**src/rtl/pram_pkg.sv**
```systemverilog
// Shared definitions for the program-RAM burst arbiter.
// Holds the default widths and the FSM state encoding. Both are used by
// pram_arbiter, and by anything that binds checkers to its debug state output.
package pram_pkg;

    localparam int PRAM_ADDR_W = 16;  // PRAM address width
    localparam int PRAM_DATA_W = 8;   // PRAM data width
    localparam int PRAM_LEN_W  = 8;   // burst length field (length minus one)

    // IDLE  : no owner, waiting for a request
    // BURST : presenting start+k addresses, one per cycle
    // FLUSH : last byte on rd_data together with done, then back to IDLE
    typedef enum logic [1:0] {
        ST_IDLE  = 2'd0,
        ST_BURST = 2'd1,
        ST_FLUSH = 2'd2
    } pram_state_e;

endpackage

```
**src/rtl/pram_rr_arb.sv**
```systemverilog
// Two-way round-robin picker.
//   req0, req1 : request from client 0 / client 1
//   last       : client served by the previous grant (0 or 1)
//   win        : one-hot winner (win[0] = client 0, win[1] = client 1),
//                all zero when nobody requests
// A single requester always wins. On a tie the client that was not served
// last wins.
module pram_rr_arb (
    input  logic       req0,
    input  logic       req1,
    input  logic       last,
    output logic [1:0] win
);

    assign win[0] = req0 & (~req1 | last);
    assign win[1] = req1 & (~req0 | ~last);

endmodule

```
**src/rtl/pram_arbiter.sv**
```systemverilog
// Burst arbiter giving two clients shared access to a combinational PRAM.
//   clk, rst              : single clock, synchronous active-high reset
//   req0/1, addr0/1, len0/1 : burst requests; addr/len sampled on the grant edge
//                           only (len = byte count minus one)
//   gnt0/1                : owner of the PRAM, high through FLUSH inclusive
//   rd_data, rd_valid0/1  : PRAM data registered once, one byte per cycle
//   done0/1               : one-cycle pulse coincident with the last byte
//   pram_addr, pram_data  : PRAM address out, combinational read data in
//   dbg_state             : current FSM state (pram_state_e encoding)
//
// Handshake: a client requests by holding req high. The request is taken on
// the first rising edge in IDLE where the client wins arbitration, and gnt
// rises after that edge. Once granted, the burst always runs to completion
// (or to reset) regardless of req. Each rd_valid cycle carries exactly one
// byte; there is no back-pressure.
module pram_arbiter
    import pram_pkg::*;
#(
    parameter int ADDR_W = PRAM_ADDR_W,
    parameter int DATA_W = PRAM_DATA_W,
    parameter int LEN_W  = PRAM_LEN_W
) (
    input  logic              clk,
    input  logic              rst,
    input  logic              req0,
    input  logic              req1,
    input  logic [ADDR_W-1:0] addr0,
    input  logic [ADDR_W-1:0] addr1,
    input  logic [LEN_W-1:0]  len0,
    input  logic [LEN_W-1:0]  len1,
    output logic              gnt0,
    output logic              gnt1,
    output logic [DATA_W-1:0] rd_data,
    output logic              rd_valid0,
    output logic              rd_valid1,
    output logic              done0,
    output logic              done1,
    output logic [ADDR_W-1:0] pram_addr,
    input  logic [DATA_W-1:0] pram_data,
    output logic [1:0]        dbg_state
);

    pram_state_e      state;
    logic [LEN_W-1:0] remaining;  // addresses still to present after the current one
    logic             owner;      // client owning the current burst
    logic             last;       // client served by the most recent grant
    logic [1:0]       win;

    pram_rr_arb u_rr (
        .req0 (req0),
        .req1 (req1),
        .last (last),
        .win  (win)
    );

    assign dbg_state = state;

    always_ff @(posedge clk) begin
        if (rst) begin
            state     <= ST_IDLE;
            gnt0      <= 1'b0;
            gnt1      <= 1'b0;
            rd_valid0 <= 1'b0;
            rd_valid1 <= 1'b0;
            done0     <= 1'b0;
            done1     <= 1'b0;
            rd_data   <= '0;
            pram_addr <= '0;
            remaining <= '0;
            owner     <= 1'b0;
            // Pretend client 1 was served last so client 0 wins the first tie.
            last      <= 1'b1;
        end else begin
            case (state)
                ST_IDLE: begin
                    rd_valid0 <= 1'b0;
                    rd_valid1 <= 1'b0;
                    done0     <= 1'b0;
                    done1     <= 1'b0;
                    // pram_addr is left alone so it holds the last burst address.
                    if (win != 2'b00) begin
                        state     <= ST_BURST;
                        owner     <= win[1];
                        last      <= win[1];
                        gnt0      <= win[0];
                        gnt1      <= win[1];
                        pram_addr <= win[1] ? addr1 : addr0;
                        remaining <= win[1] ? len1 : len0;
                    end
                end
                ST_BURST: begin
                    // The byte for the address presented this cycle appears next cycle.
                    rd_data   <= pram_data;
                    rd_valid0 <= ~owner;
                    rd_valid1 <= owner;
                    if (remaining == '0) begin
                        state <= ST_FLUSH;
                        done0 <= ~owner;
                        done1 <= owner;
                    end else begin
                        remaining <= remaining - LEN_W'(1);
                        // Natural modular increment wraps all-ones to zero.
                        pram_addr <= pram_addr + ADDR_W'(1);
                    end
                end
                ST_FLUSH: begin
                    state     <= ST_IDLE;
                    gnt0      <= 1'b0;
                    gnt1      <= 1'b0;
                    rd_valid0 <= 1'b0;
                    rd_valid1 <= 1'b0;
                    done0     <= 1'b0;
                    done1     <= 1'b0;
                end
                default: begin
                    state <= ST_IDLE;
                end
            endcase
        end
    end

endmodule

```
**config.mk**
```make
export PLATFORM = sky130hd
export DESIGN_NAME = pram_arbiter
export DESIGN_NICKNAME = d
export VERILOG_FILES = /design/src/rtl/pram_pkg.sv /design/src/rtl/pram_rr_arb.sv /design/src/rtl/pram_arbiter.sv
export SDC_FILE = /design/constraint.sdc
export NUM_CORES = 1
export LEC_CHECK = 0
export ABC_AREA = 1
export BUFFER_PORTS_ARGS = -buffer_cell sky130_fd_sc_hd__buf_4
export CAP_MARGIN = 20
export CORE_AREA = 4 4 67 93
export CTS_CLUSTER_SIZE = 28
export DETAILED_ROUTE_END_ITERATION = 12
export DIE_AREA = 0 0 71 97
export GPL_ROUTABILITY_DRIVEN = 0
export PLACE_DENSITY = 0.86
export SLEW_MARGIN = 20
export SYNTH_ARGS = -nofsm -noshare
export SYNTH_HDL_FRONTEND = slang
export SYNTH_HIERARCHICAL = 1
export SYNTH_SLANG_ARGS = --single-unit
export TNS_END_PERCENT = 5
```
**constraint.sdc**
```tcl
create_clock -name clk -period 3.5 [get_ports clk]
set_input_delay 0.7 -clock clk [delete_from_list [all_inputs] [get_ports clk]]
set_output_delay 0.7 -clock clk [all_outputs]
set_load 0.02 [all_outputs]
```
==> results.sh <==
export IMPL_status="finished clean"
export IMPL_crit_fanout=30
export IMPL_placed_cells=546
export IMPL_cts_tree="built"
export IMPL_cts_root_buffer="clkbuf_8"
export IMPL_finish_utilization=0.6013
export IMPL_netlist_area_mm2=0.002510
export IMPL_hp_class="reg -> reg"
export IMPL_cts_resized=0
export IMPL_stdcell_count=554
export IMPL_synth_cell_types=26
export IMPL_dr_pass1_iters=4
export IMPL_tightest_slew_ns=0.8708
export IMPL_drv_cap=0
export IMPL_vias=2929
export IMPL_clk_pin_slew_ns=0.09
export IMPL_rrSetupSlack_ns=1.44
export IMPL_yosysSeqAreaShare=0.3350
export IMPL_postCtsSetupBuffers=0
export IMPL_insertion_delay_ns=0.30
export IMPL_grt_use_met1=0.2331
export IMPL_dp_hpwl_um=5185
export IMPL_ys_warn_count=6
export IMPL_die_w_um=71
export IMPL_report_final_slew_viol_count=0
export IMPL_area_delta_synth_final_pct=30.46
export IMPL_rows=32
export IMPL_cp_arrival_ns=2.40
export IMPL_grt_ovfl_total=0
export IMPL_cts_buffer_depth=2
export IMPL_crit_type="in -> reg"
export IMPL_crit_chain="buf_4 > a21boi_2 > buf_4 > o21ai_1 > nand2_1 > nand2_1 > a21oi_1 > nor2_1"
export IMPL_p_leak_nw=1.534
export IMPL_antenna_found_initial=0
export IMPL_met2_usage=0.3753
export IMPL_drive_gt1_frac=0.2407
export IMPL_setup_viol=0
export IMPL_cts_buffers=5
export IMPL_slew_headroom=0.4188
export IMPL_crit_end="remaining[6]$_SDFFE_PP0P_"
export IMPL_final_common_cell="buf_4"
export IMPL_first_global_vias=2827
export IMPL_grt_first_pass_wirelength_um=12120
export IMPL_drc=0
export IMPL_mostFrequentLayoutCells="93 x buf_4, 90 x nor2_1, 82 x nand2_1, 47 x o21ai_0, 42 x dfxtp_1"
export IMPL_die_area_mm2=0.006887
export IMPL_syn_inst=405
export IMPL_reg2reg_from="remaining[0]$_SDFFE_PP0P_"
export IMPL_grt_use_total=0.2097
export IMPL_cp_startpoint="req0"
export IMPL_synth_area_per_cell_um2=6.197
export IMPL_grt_max_degree=38
export IMPL_power_mw=1.842
export IMPL_top_usage_layer="met2"
export IMPL_core_mm2=0.005445
export IMPL_drt_iter0_drc=190
export IMPL_cts_hold_fix_buffers=0
export IMPL_rsz0062_at_grt="no"
export IMPL_placed_area_mm2=0.003181
export IMPL_r2r_end="remaining[6]$_SDFFE_PP0P_"
export IMPL_finalCriticalPeriod_ns=2.208
export IMPL_vias_per_cell=5.287
export IMPL_cts_max_level=2
export IMPL_worstHoldStart="gnt0$_SDFFE_PP0P_"
export IMPL_port_buffers=91
export IMPL_ir_drop_mv=0.3366
export IMPL_start_kind="input pin"
export IMPL_p_per_area_mw_per_mm2=562.5
export IMPL_grt_use_met3=0.04054
export IMPL_finClkSkew_ns=0.01017
export IMPL_synth_seq_cells=42
export IMPL_r2r_worst_path_cells=8
export IMPL_syn_nets=468
export IMPL_hold_path_depth=2
export IMPL_min_period_over_period=0.6310
export IMPL_design_area_mm2=0.003274
export IMPL_fmax_mhz=452.8
export IMPL_worstSetupEndpointType="flop"
export IMPL_hold_viol_final=0
export IMPL_post_drt_wl_per_cell_um=12.91
export IMPL_slowest_stage="nand2_1"
export IMPL_fin_setup_tns_ns=0
export IMPL_die_h_um=97
export IMPL_layout_nets=548
export IMPL_cts_sink_count=42
export IMPL_start_util=0.4609
export IMPL_diodes=0
export IMPL_ant_nets=0
export IMPL_worstPathRequired_ns=3.69
export IMPL_ioPinCount=92
export IMPL_routed_wl_um=7151
export IMPL_max_stage_delay_ns=0.64
## flip-flops by register name (all words and copies together), names as in the netlist
| register | count |
|---|---|
| remaining | 8 |
| dbg_state | 2 |
| done0 | 1 |
| rd_data | 8 |
| pram_addr | 16 |
| gnt1 | 1 |
| rd_valid1 | 1 |
| last | 1 |
| done1 | 1 |
| rd_valid0 | 1 |
| gnt0 | 1 |
| owner | 1 |
## cell type report
| class | instances | area, um2 |
|---|---|---|
| Fill cell | 555 | 2171 |
| Multi-Input combinational cell | 313 | 1441 |
| Sequential cell | 42 | 840.8 |
| Timing Repair Buffer | 93 | 698.2 |
| Inverter | 30 | 115.1 |
| Tap cell | 68 | 85.08 |
| Clock buffer | 5 | 68.82 |
| Clock inverter | 3 | 25.02 |
## worst min-delay path by stage
stage / slack [ns] / to
finish: 0.49 / gnt0$_SDFFE_PP0P_
global route: 0.52 / done0$_SDFFE_PP0P_
CTS: 0.49 / owner$_SDFFE_PP0P_
detailed placement: 0.47 / owner$_SDFFE_PP0P_
global placement: 0.46 / rd_valid0$_SDFFE_PP0P_
floorplan: 0.45 / rd_valid1$_SDFFE_PP0P_
## report_power, final
group          internal [mW]  total [mW]  switching [mW]  leakage [nW]
clock network          0.144       0.329           0.185        0.0447
logic                  0.315       0.817           0.502          1.14
registers              0.582       0.696           0.114         0.347
## per-stage QoR
| stage | setup WS (ns) | hold slack, ns |
|---|---|---|
| floorplan | 1.726 | 0.4527 |
| global placement | 1.033 | 0.4590 |
| detailed placement | 0.9654 | 0.4737 |
| CTS | 1.317 | 0.4878 |
| global route | 1.108 | 0.5156 |
| finish | 1.292 | 0.4863 |
## Yosys cell counts
library cell  number  area (um2)
inv_2              1       3.750
a31oi_1            2       12.51
nor3_1             1       5.000
nor2_2             4       25.02
buf_4              1       7.510
inv_4              1       6.260
dfxtp_1           42       840.8
nor2_4             4       45.04
a21oi_1           29       145.1
o21bai_1           2       15.01
nand2_2            1       6.260
o22ai_1            4       25.02
buf_6              3       33.78
nand4_1            2       12.51
buf_2              9       45.04
a21oi_2            4       35.03
o21ai_0           47       235.2
inv_1             28       105.1
a21boi_2           1       11.26
nand2_1           82       307.8
o21ai_1           10       50.05
clkbuf_1           6       22.52
ha_1               3       37.54
buf_1              1       3.750
nand3_1           27       135.1
nor2_1            90       337.8
## layer usage
layer | share of wire | wire (um)
met4 | 0.021 | 153
met2 | 0.52 | 3731
met3 | 0.065 | 463
met1 | 0.39 | 2803
met5 | 0 | 0
## critical path: cells and delay by family
family	cells	cell delay, ns
AOI/OAI and AO/OA	3	0.45
and+or+nand+nor	3	0.83
buffers and inverters	2	0.41
## kinds of logic (layout without fill, tap and decap cells)
logic type	Yosys count	after routing	synth area share
DFF	42	42	0.3350
AOI/OAI and AO/OA	99	99	0.2109
adders and majority gates	3	3	0.01496
and+or+nand+nor	211	211	0.3485
buffers and inverters	50	131	0.09072
Power figures use the tool's default switching activity.
